<file path="config.mk">
export PLATFORM = sky130hd
export DESIGN_NAME = seq_stage_ctrl_flat
export DESIGN_NICKNAME = d
export VERILOG_FILES = /design/src/rtl/seq_stage_ctrl_if.sv /design/src/rtl/seq_stage_ctrl.sv /design/src/flat_wrapper.sv
export SDC_FILE = /design/constraint.sdc
export NUM_CORES = 1
export LEC_CHECK = 0
export ABC_AREA = 1
export ABC_CLOCK_PERIOD_IN_PS = 9400
export CORE_MARGIN = 3
export CORE_UTILIZATION = 30
export DETAILED_ROUTE_END_ITERATION = 12
export DONT_BUFFER_PORTS = 1
export HOLD_SLACK_MARGIN = 0.05
export PLACE_DENSITY = 0.51
export SETUP_SLACK_MARGIN = 0.05
export SYNTH_ARGS = -nofsm -noshare
export SYNTH_HDL_FRONTEND = slang
export SYNTH_SLANG_ARGS = --single-unit
</file>
<file path="constraint.sdc">
create_clock -name clk -period 9.4 [get_ports clk]
set_input_delay 2.82 -clock clk [delete_from_list [all_inputs] [get_ports clk]]
set_output_delay 2.82 -clock clk [all_outputs]
set_load 0.005 [all_outputs]
</file>
<file path="src/rtl/seq_stage_ctrl_if.sv">
// Handshake and datapath-facing bundle for the Y86-64 SEQ stage sequencer.
// The master side is the sequencer; the slave side is the core/stage blocks.
interface seq_stage_ctrl_if;
  logic        start;
  logic [3:0]  icode;
  logic        cond;
  logic [63:0] valC;
  logic [63:0] valM;
  logic [63:0] valP;
  logic        instr_valid;
  logic        imem_error;
  logic        mem_ack;
  logic        dmem_error;

  logic [63:0] pc;
  logic        fetch_en;
  logic        decode_en;
  logic        exec_en;
  logic        wb_en;
  logic        mem_req;
  logic [1:0]  stat;
  logic        halted;
  logic [31:0] instr_count;

  modport master (
    input  start, icode, cond, valC, valM, valP,
           instr_valid, imem_error, mem_ack, dmem_error,
    output pc, fetch_en, decode_en, exec_en, wb_en, mem_req,
           stat, halted, instr_count
  );

  modport slave (
    output start, icode, cond, valC, valM, valP,
           instr_valid, imem_error, mem_ack, dmem_error,
    input  pc, fetch_en, decode_en, exec_en, wb_en, mem_req,
           stat, halted, instr_count
  );
endinterface

</file>
<file path="src/rtl/seq_stage_ctrl.sv">
// Multi-cycle SEQ sequencer: steps one instruction through six stages, owns the
// architectural PC, runs the data-memory handshake with timeout, latches status.
module seq_stage_ctrl #(
  parameter logic [63:0] RESET_PC    = 64'h0,
  parameter int unsigned MEM_TIMEOUT = 16
) (
  input logic              clk,
  input logic              rst,
  seq_stage_ctrl_if.master bus
);

  typedef enum logic [2:0] {
    S_IDLE, S_FETCH, S_DECODE, S_EXECUTE, S_MEMORY, S_WRITEBACK, S_PCUPD, S_HALTED
  } state_t;

  typedef enum logic [1:0] {
    STAT_AOK = 2'b00, STAT_HLT = 2'b01, STAT_ADR = 2'b10, STAT_INS = 2'b11
  } stat_t;

  state_t      state, state_nxt;
  stat_t       stat_q, stat_nxt;
  logic [63:0] pc_q, next_pc;
  logic [31:0] count_q;
  logic [7:0]  wait_q;
  logic        is_mem;
  logic        timeout;

  assign is_mem  = bus.icode inside {4'h4, 4'h5, 4'h8, 4'h9, 4'hA, 4'hB};
  // An ack in the timeout cycle is checked first, so it still completes normally.
  assign timeout = (wait_q == 8'(MEM_TIMEOUT - 1));

  always_comb begin
    // NOTE: every combinational output gets a default before the case so no latch is inferred.
    state_nxt = state;
    stat_nxt  = stat_q;
    case (state)
      S_IDLE:      if (bus.start) state_nxt = S_FETCH;
      S_FETCH: begin
        if (bus.imem_error) begin
          stat_nxt  = STAT_ADR;
          state_nxt = S_HALTED;
        end else if (!bus.instr_valid) begin
          stat_nxt  = STAT_INS;
          state_nxt = S_HALTED;
        end else begin
          state_nxt = S_DECODE;
        end
      end
      S_DECODE: begin
        if (bus.icode == 4'h0) begin
          stat_nxt  = STAT_HLT;
          state_nxt = S_HALTED;
        end else begin
          state_nxt = S_EXECUTE;
        end
      end
      S_EXECUTE:   state_nxt = S_MEMORY;
      S_MEMORY: begin
        if (!is_mem) begin
          state_nxt = S_WRITEBACK;
        end else if (bus.mem_ack) begin
          if (bus.dmem_error) begin
            stat_nxt  = STAT_ADR;
            state_nxt = S_HALTED;
          end else begin
            state_nxt = S_WRITEBACK;
          end
        end else if (timeout) begin
          stat_nxt  = STAT_ADR;
          state_nxt = S_HALTED;
        end
      end
      S_WRITEBACK: state_nxt = S_PCUPD;
      S_PCUPD:     state_nxt = S_FETCH;
      S_HALTED:    state_nxt = S_HALTED;
      default:     state_nxt = S_IDLE;
    endcase
  end

  always_comb begin
    next_pc = bus.valP;
    case (bus.icode)
      4'h7:    next_pc = bus.cond ? bus.valC : bus.valP;
      4'h8:    next_pc = bus.valC;
      4'h9:    next_pc = bus.valM;
      default: next_pc = bus.valP;
    endcase
  end

  always_ff @(posedge clk or posedge rst) begin
    if (rst) begin
      state   <= S_IDLE;
      stat_q  <= STAT_AOK;
      pc_q    <= RESET_PC;
      count_q <= '0;
      wait_q  <= '0;
    end else begin
      // NOTE: sequential state uses non-blocking assignments so all registers update together.
      state  <= state_nxt;
      stat_q <= stat_nxt;
      if (state == S_PCUPD) begin
        pc_q    <= next_pc;
        count_q <= count_q + 32'd1;
      end
      wait_q <= (state == S_MEMORY && !bus.mem_ack) ? wait_q + 8'd1 : 8'd0;
    end
  end

  // Strobes are pure state decodes, so reset clears them asynchronously.
  assign bus.fetch_en    = (state == S_FETCH);
  assign bus.decode_en   = (state == S_DECODE);
  assign bus.exec_en     = (state == S_EXECUTE);
  assign bus.wb_en       = (state == S_WRITEBACK);
  assign bus.mem_req     = (state == S_MEMORY) && is_mem;
  assign bus.halted      = (state == S_HALTED);
  assign bus.pc          = pc_q;
  assign bus.stat        = stat_q;
  assign bus.instr_count = count_q;

endmodule

</file>
<file path="src/flat_wrapper.sv">
// flat-port wrapper written by rule: the top's interface ports become plain ports
module seq_stage_ctrl_flat 
#(
  parameter logic [63:0] RESET_PC    = 64'h0,
  parameter int unsigned MEM_TIMEOUT = 16
)
  (clk, rst, bus_start, bus_icode, bus_cond, bus_valC, bus_valM, bus_valP, bus_instr_valid, bus_imem_error, bus_mem_ack, bus_dmem_error, bus_pc, bus_fetch_en, bus_decode_en, bus_exec_en, bus_wb_en, bus_mem_req, bus_stat, bus_halted, bus_instr_count);
  seq_stage_ctrl_if bus_i ();
  input logic clk;
  input logic rst;
  input wire logic [$bits(bus_i.start)-1:0] bus_start;
  input wire logic [$bits(bus_i.icode)-1:0] bus_icode;
  input wire logic [$bits(bus_i.cond)-1:0] bus_cond;
  input wire logic [$bits(bus_i.valC)-1:0] bus_valC;
  input wire logic [$bits(bus_i.valM)-1:0] bus_valM;
  input wire logic [$bits(bus_i.valP)-1:0] bus_valP;
  input wire logic [$bits(bus_i.instr_valid)-1:0] bus_instr_valid;
  input wire logic [$bits(bus_i.imem_error)-1:0] bus_imem_error;
  input wire logic [$bits(bus_i.mem_ack)-1:0] bus_mem_ack;
  input wire logic [$bits(bus_i.dmem_error)-1:0] bus_dmem_error;
  output wire logic [$bits(bus_i.pc)-1:0] bus_pc;
  output wire logic [$bits(bus_i.fetch_en)-1:0] bus_fetch_en;
  output wire logic [$bits(bus_i.decode_en)-1:0] bus_decode_en;
  output wire logic [$bits(bus_i.exec_en)-1:0] bus_exec_en;
  output wire logic [$bits(bus_i.wb_en)-1:0] bus_wb_en;
  output wire logic [$bits(bus_i.mem_req)-1:0] bus_mem_req;
  output wire logic [$bits(bus_i.stat)-1:0] bus_stat;
  output wire logic [$bits(bus_i.halted)-1:0] bus_halted;
  output wire logic [$bits(bus_i.instr_count)-1:0] bus_instr_count;
  assign bus_i.start = bus_start;
  assign bus_i.icode = bus_icode;
  assign bus_i.cond = bus_cond;
  assign bus_i.valC = bus_valC;
  assign bus_i.valM = bus_valM;
  assign bus_i.valP = bus_valP;
  assign bus_i.instr_valid = bus_instr_valid;
  assign bus_i.imem_error = bus_imem_error;
  assign bus_i.mem_ack = bus_mem_ack;
  assign bus_i.dmem_error = bus_dmem_error;
  assign bus_pc = bus_i.pc;
  assign bus_fetch_en = bus_i.fetch_en;
  assign bus_decode_en = bus_i.decode_en;
  assign bus_exec_en = bus_i.exec_en;
  assign bus_wb_en = bus_i.wb_en;
  assign bus_mem_req = bus_i.mem_req;
  assign bus_stat = bus_i.stat;
  assign bus_halted = bus_i.halted;
  assign bus_instr_count = bus_i.instr_count;
  seq_stage_ctrl #(.RESET_PC(RESET_PC), .MEM_TIMEOUT(MEM_TIMEOUT)) u_core (.clk(clk), .rst(rst), .bus(bus_i));
endmodule
</file>
# [After elaboration in Yosys (flattened, before gate mapping)]
# Cells that the tools add are included.
# W data, S select, Z words.
[totals] wordCells=58 out_inout_bits=104 reg_bits=109
[op_classes] addsub=2 muxes=20 n_eq_ne=22 reduce_logical=9
[op_table] cell="$pmux W64 S3" count=1
[op_table] cell="$mux W64" count=1
[op_table] cell="$add A32 B1 Y32 const B" count=1
[op_table] cell="$pmux W3 S8" count=1
[op_table] cell="$mux W3" count=7
[op_table] cell="$eq A4 B4 Y1 const B" count=4
[op_table] cell="$mux W2" count=8
[op_table] cell="$eq A3 B3 Y1 const B" count=4
[op_table] cell="$eq A4 B3 Y1 const B" count=3
[op_table] cell="$add A8 B1 Y8 const B" count=1
[op_table] cell="$eq A8 B4 Y1 const B" count=1
[op_table] cell="$mux W8" count=1
[op_table] cell="$eq A3 B2 Y1 const B" count=2
[op_table] cell="$ne A3 B3 Y1 const B" count=2
[op_table] cell="$pmux W2 S3" count=1
[op_table] cell="$reduce_and A6 Y1" count=1
[op_table] cell="$reduce_bool A6 Y1" count=1
[op_table] cell="$logic_not A4 Y1" count=1
[op_table] cell="$ne A2 B1 Y1 const B" count=2
[op_table] cell="$ne A4 B4 Y1 const B" count=1
[op_table] cell="$eq A3 B1 Y1 const B" count=1
[op_table] cell="$logic_not A3 Y1" count=1
[op_table] cell="$ne A3 B2 Y1 const B" count=1
[op_table] cell="$reduce_bool A3 Y1" count=1
[op_table] cell="other kinds (4)" count=5

# [Logic depth before layout (Yosys ltp)]
# Gate-level depths: netlist (run 1).
[depth] depth_word=5 mapped_depth=10 ltp_nobuf=10

# [Worst setup path after synthesis (run 1)]
# OpenSTA, ideal clock, no wires.
[synth_path] path_kind="input to output" startpoint="input port bus_icode[1]" endpoint="output port bus_mem_req" arrival_ps=3190 cell_stages=3 path_slack_ps=3390 n_path_buf=0 cell_sequence="nor2_1 > nand2_1 > a21boi_0"
[synth_between] elab_chain_cells=3
[synth_lines] element="start, declared" line="flat_wrapper.sv:12" text="input wire logic [$bits(bus_i.icode)-1:0] bus_icode;"
[synth_lines] element="$eq A4 B3 Y1 / $eq A4 B4 Y1 (equally long branches)" line="seq_stage_ctrl.sv:28" text="assign is_mem = bus.icode inside {4'h4, 4'h5, 4'h8, 4'h9, 4'hA, 4'hB};"
[synth_lines] element="$reduce_bool A6 Y1 (*)" line="seq_stage_ctrl.sv:28"
[synth_lines] element="$logic_and A1 B1 Y1 (*)" line="seq_stage_ctrl.sv:114" text="assign bus.mem_req = (state == S_MEMORY) && is_mem;"
[synth_lines] element="end, declared" line="flat_wrapper.sv:26" text="output wire logic [$bits(bus_i.mem_req)-1:0] bus_mem_req;"
# Mark *: on every way between the ends. The rest lies on a longest branch, timed or not.

# [Final worst setup path (run 1)]
# Ends and elaborated chain as after synthesis.

==> impl_metrics.json, run 1 <==
{
  "whs_path_depth": 1,
  "rr_startpoint": "u_core.state[1]",
  "power.share.switching_pct": 39.6,
  "clkPwrFrac_pct": 25.8,
  "yosysTopAreaCellShare_pct": 36.0,
  "grtUsageMet1_pct": 20.9,
  "slew_viol_final": 0,
  "initial_core_util_pct": 30.9,
  "avgSynthCellArea_um2": 6.57,
  "synth_nets": 1358,
  "irDropWorstVdd_v": 0.0000897,
  "grt_setup_unrepaired": "no",
  "arrival_ps": 3300,
  "synth_area_leaders": "dfrtp_1, nand2_1, nand4_1",
  "cts_made_buffers": 9,
  "cts_max_level": 3,
  "antenna_cells": 0,
  "die-width_um": 165,
  "r2r_setup_slack_ps": 6910,
  "cts_buffer_depth": 2,
  "netlist_area_um2": 7570,
  "synth.distinct_cells": 34,
  "slew_headroom_pct": 39.8,
  "use_met2_pct": 31.1,
  "async_reset_ff_share_pct": 100,
  "wirelength_mm": 24.8,
  "p_int_mw": 0.991,
  "cp-end-kind": "output port",
  "cts_setup_buffers": 0,
  "grt_usage_pct": 17.9,
  "ys.warnings.count": 0,
  "wire_per_inst_um": 17.3,
  "power.density_nw_per_um2": 207,
  "drt-initial-drc-count": 336,
  "die_area_um2": 27200,
  "gp_congestion": 0.807,
  "status": "complete, no violations",
  "cts_sinks": 109,
  "synth_xor_area_share_pct": 2.54,
  "synth_adder_area_share_pct": 0.330,
  "synth-simple-area-share_pct": 45.3,
  "ys_ff_latch": 109,
  "rows": 57,
  "io_buffers": 0,
  "setup_tns_ps": 0,
  "layout.nets": 1315,
  "areaGrowthSynthToFinish_pct": 4.78,
  "drc": 0,
  "p_seq_share_pct": 48.4,
  "switching_power_mw": 0.650,
  "ctsResizeCount": 0,
  "cp_max_fo": 5,
  "die_h_um": 165,
  "hold_violations": 0,
  "rr_endpoint": "u_core.bus.instr_count[7]",
  "top_usage_layer": "met2",
  "clkTransAtPathRegs_ps": 80,
  "pre_cts_ws_ps": 3280,
  "hold_path_end": "u_core.wait_q[0]",
  "grt_pass1_vias": 7075,
  "worstRegToRegCells": 7,
  "skew_ps": 10.3,
  "clock_latency_ps": 360,
  "yosysTopAreaCell": "dfrtp_1",
  "root_buffer": "clkbuf_16",
  "cts-hold-fix-buffers": 0,
  "drive_above_1_share_pct": 6.73,
  "cts_tree": "yes",
  "ys_seq_area_share_pct": 36.0,
  "drtPass1Iterations": 5,
  "core_area_um2": 24500,
  "leakagePower_nw": 3.84,
  "antenna_found_initial": 0,
  "grt_max_degree": 129,
  "grt_pass1_wl_mm": 38.6,
  "fmax_mhz": 163,
  "ant_nets": 0,
  "finalCritPeriodShare_pct": 65.1,
  "drv_cap": 0,
  "use_met3_pct": 6.47,
  "combPwrFrac_pct": 25.8,
  "hpwl_mm": 16.9,
  "yosys-mux-area-fraction_pct": 0,
  "synth_top_family_by_area": "simple AND/OR/NAND/NOR gates",
  "synth_edf_count": 0,
  "crit_path_start_kind": "input port",
  "path_class": "in -> out",
  "post_drt_via_cell_ratio": 4.99,
  "io_pins": 308,
  "overflow": 0,
  "setup_viol": 0,
  "synth_compound_area_share_pct": 5.16,
  "worst_pin_slew_ps": 902,
  "syn_inst": 1152,
  "fin_crit_ps": 6120,
  "required_ps": 6580,
  "hold_start": "u_core.wait_q[0]",
  "hp-class": "reg -> reg",
  "finalWorstSetupSlack_ps": 3280,
  "synthFlopType": "dfrtp_1",
  "vias": 7182
}
placed cells by master, fill, tap and decap left out, types with 2 or more instances in the layout:
cell type and n:
inv_8 2, nand2_2 33, nor2_1 54, a21oi_1 5, dfrtp_1 109, nand3_1 79, o21ai_0 69, inv_2 4
nand3b_1 4, buf_4 8, nand4_1 73, nor3_1 7, inv_1 94, xor2_1 11, nor2_2 3, nor2_4 4
nand2_1 514, clkinv_8 2, ha_1 2, nor3_4 2, xnor2_1 11, nor4_1 3, clkbuf_16 9
flip-flops by register name, indices dropped and copies added (netlist names):
name and flops:
u_core.bus.pc 64, u_core.bus.instr_count 32, u_core.wait_q 8, u_core.state 3
u_core.bus.stat 2
cell type report:
type / instances / area, µm²
fillers: 2715 / 16600
multi-input cells: 882 / 4040
inverters: 99 / 374
flip-flops and latches: 109 / 2730
clock buffers: 9 / 225
well taps: 324 / 405
repair buffers: 8 / 60.1
clock inverters: 7 / 103
power groups by stage:
| stage | registers, mW | clock network [mW] | logic, mW |
|---|---|---|---|
| floorplan | 0.728 | 0 | 0.388 |
| global placement | 0.809 | 0 | 0.423 |
| detailed placement | 0.804 | 0 | 0.434 |
| CTS | 0.799 | 0.446 | 0.434 |
| global route | 0.813 | 0.460 | 0.508 |
| finish | 0.794 | 0.424 | 0.424 |
worst max path at each step:
stage,from,endpoint,depth (start not counted)
after floorplan,bus_icode[1],bus_mem_req,3
after global placement,bus_icode[1],bus_mem_req,3
after detailed placement,bus_icode[1],bus_mem_req,3
after CTS,bus_icode[1],bus_mem_req,3
after global routing,bus_icode[1],bus_mem_req,3
final,bus_icode[1],bus_mem_req,3
critical path, stage by stage:
cell and delay (ps):
nor2_1 110, nand2_1 80, a21boi_0 280
Yosys cell counts (2+ instances only):
| library cell | count |
|---|---|
| buf_1 | 3 |
| xor2_1 | 11 |
| nor3_4 | 2 |
| clkbuf_8 | 5 |
| clkbuf_1 | 11 |
| nand3_1 | 79 |
| nand3b_1 | 4 |
| xnor2_1 | 11 |
| a21oi_1 | 5 |
| dfrtp_1 | 109 |
| nor4_1 | 3 |
| inv_1 | 95 |
| nand2_2 | 33 |
| nor2_1 | 54 |
| ha_1 | 2 |
| nor2_4 | 4 |
| inv_2 | 4 |
| nor2_2 | 3 |
| o21ai_0 | 69 |
| nand2_1 | 514 |
| buf_2 | 27 |
| nand4_1 | 73 |
| buf_6 | 12 |
| nor3_1 | 7 |
| buf_4 | 3 |
metrics by stage:
stage / power, mW / instance area [µm²] / instances / hold slack (ps) / utilization (%)
after floorplan: 1.12 / 7570 / 1152 / 433 / -
after global placement: 1.23 / 7610 / 1422 / 453 / 31.0
final: 1.64 / 7930 / 1438 / 491 / 32.3
after global routing: 1.78 / 7930 / 1438 / 519 / 32.3
after detailed placement: 1.24 / 7610 / 1422 / 458 / 31.0
after CTS: 1.68 / 7930 / 1438 / 497 / 32.3
per-layer routing:
metal | wire length (µm) | up-vias | part of all wire (%)
met4 | 473 | 0 | 1.9
li1 | - | 3561 | -
met5 | 0 | - | 0
met2 | 11900 | 235 | 48
met1 | 9960 | 3360 | 40
met3 | 2480 | 26 | 10
cells by family (layout without fill, tap and decap cells):
kind of cell / count (synthesis) / after routing
fa+ha+maj: 2 / 2
xor+xnor: 22 / 22
compound gates: 77 / 77
buf+inv: 161 / 123
simple gates: 781 / 781
flops: 109 / 109
No activity file was read; power rests on OpenSTA's default activity.
==> inputs of run 2 (changes only) <==
ABC_CLOCK_PERIOD_IN_PS = 5500   (was 9400)
PLACE_DENSITY = 0.52   (was 0.51)
clock period = 5.5 ns   (was 9.4 ns; I/O delays follow)
==> run 2 against run 1 <==
Setup slack worse by 1500 ps; global-route usage is 0.30 points lower; clock power up 60%; highest routed layer unchanged.
==> impl_metrics.json, run 2 (same netlist as run 1, synthesis figures left out) <==
{
  "crit_path_start_kind": "input port",
  "cts_max_level": 3,
  "setup_viol": 0,
  "wire_per_inst_um": 17.0,
  "grt_max_degree": 129,
  "grt_pass1_wl_mm": 38.1,
  "gp_congestion": 0.811,
  "drt-initial-drc-count": 438,
  "numPlacedInstances": 1424,
  "cts_sinks": 109,
  "hp-class": "reg -> reg",
  "hold_path_end": "u_core.wait_q[0]",
  "cpLargestDelayFamily": "compound AO/OA/AOI/OAI gates",
  "core_area_um2": 24500,
  "drtPass1Iterations": 5,
  "path_class": "in -> out",
  "largest_register_ffs": 64,
  "fin_crit_ps": 3740,
  "mostFrequentLayoutCell": "nand2_1",
  "slew_headroom_pct": 29.5,
  "postLayoutCellArea_um2": 7920,
  "crit_buf_inv": 0,
  "p_seq_share_pct": 49.3,
  "antenna_cells": 0,
  "die_h_um": 165,
  "cts_setup_buffers": 0,
  "root_buffer": "clkbuf_16",
  "status": "complete, no violations",
  "ctsResizeCount": 0,
  "cts-hold-fix-buffers": 0,
  "drv_cap": 0,
  "vias": 7157,
  "grt_setup_unrepaired": "no",
  "required_ps": 3850,
  "drc": 0,
  "combPwrFrac_pct": 26.1,
  "num-fill-cells": 2711,
  "worst_pin_slew_ps": 1050,
  "power.share.switching_pct": 40.1,
  "hold_violations": 0,
  "rows": 57,
  "hold_start": "u_core.wait_q[0]",
  "skew_ps": 12.6,
  "crit_chain": "nor2_1 > nand2_1 > a21boi_0",
  "grt_usage_pct": 17.6,
  "rr_endpoint": "u_core.bus.instr_count[28]",
  "r2r_setup_slack_ps": 3110,
  "initial_core_util_pct": 30.9,
  "cp_max_fo": 5,
  "final_cell_mix": "nand2_1, dfrtp_1, inv_1",
  "arrival_ps": 2090,
  "placed_area_um2": 7620,
  "die_area_um2": 27200,
  "rr_startpoint": "u_core.state[1]",
  "clock_latency_ps": 360,
  "power.density_nw_per_um2": 347,
  "setup_tns_ps": 0,
  "fmax_mhz": 268,
  "whs_path_depth": 1,
  "cts_tree": "yes",
  "antenna_found_initial": 0,
  "layout.cells.non_filler": 1440,
  "layout.nets": 1317,
  "drive_above_1_share_pct": 6.90,
  "ant_nets": 0,
  "overflow": 0,
  "cts_buffer_depth": 2,
  "cp-end-kind": "output port",
  "wirelength_mm": 24.5,
  "hpwl_mm": 17.1,
  "irDropWorstVdd_v": 0.000229,
  "grt_pass1_vias": 7050,
  "slowest_stage": "a21boi_0",
  "switching_power_mw": 1.10,
  "worstRegToRegCells": 8,
  "io_buffers": 0,
  "slowest_delay_ps": 230,
  "leakagePower_nw": 3.84,
  "hold_slack_ps": 469,
  "finalCritPeriodShare_pct": 67.9,
  "areaGrowthSynthToFinish_pct": 4.64,
  "io_pins": 308,
  "die-width_um": 165,
  "slew_viol_final": 0,
  "fin_util_pct": 32.3,
  "clkPwrFrac_pct": 24.6,
  "p_int_mw": 1.65,
  "post_drt_via_cell_ratio": 4.97,
  "cts_made_buffers": 9,
  "clkTransAtPathRegs_ps": 90
}
run 2: layout make-up:
cell class	instances	area [µm²]	share of cell area, %
well taps	324	405	5.12
clock buffers	9	225	2.84
inverters	99	374	4.72
clock inverters	7	77.6	0.979
repair buffers	10	75.1	0.947
multi-input cells	882	4040	51.0
flip-flops and latches	109	2730	34.4
run 2: metal layers:
metal  up-vias  share of wire [%]  track usage [%]
li1       3571                  -                -
met1      3320                 41             20.9
met2       243                 48             30.9
met3        23                9.5             5.99
met4         0                1.5             4.04
met5         -                  0                0
run 2: through the flow:
stage | power [mW] | worst slack (ps)
detailed placement | 2.11 | 1770
global route | 2.98 | 1660
floorplan | 1.91 | 976
global placement | 2.10 | 1770
CTS | 2.80 | 1760
finish | 2.75 | 1760
run 2: worst max path at each step:
stage,from,to,slack (ps),cells after the start
2_1_floorplan,rst,u_core.bus.instr_count[0],980,1
3_3_place_gp,bus_icode[1],bus_mem_req,1770,3
3_5_place_dp,bus_icode[1],bus_mem_req,1770,3
4_1_cts,bus_icode[1],bus_mem_req,1760,3
5_1_grt,bus_icode[1],bus_mem_req,1660,3
6_report,bus_icode[1],bus_mem_req,1760,3
run 2: power groups by stage:
stage	logic [mW]	registers (mW)	clock network [mW]
after floorplan	0.663	1.24	0
after global placement	0.715	1.38	0
after detailed placement	0.737	1.37	0
after CTS	0.732	1.36	0.706
after global routing	0.852	1.39	0.740
final	0.718	1.35	0.677
run 2: worst reg2reg max path, stage by stage, from the launching register on:
cell and delay [ps]:
dfrtp_1 480, nand2_2 110, nor2_4 100, buf_4 730, nand2_1 330, nor2_1 200, nand2_1 140, o21ai_1 140
nand2_1 60
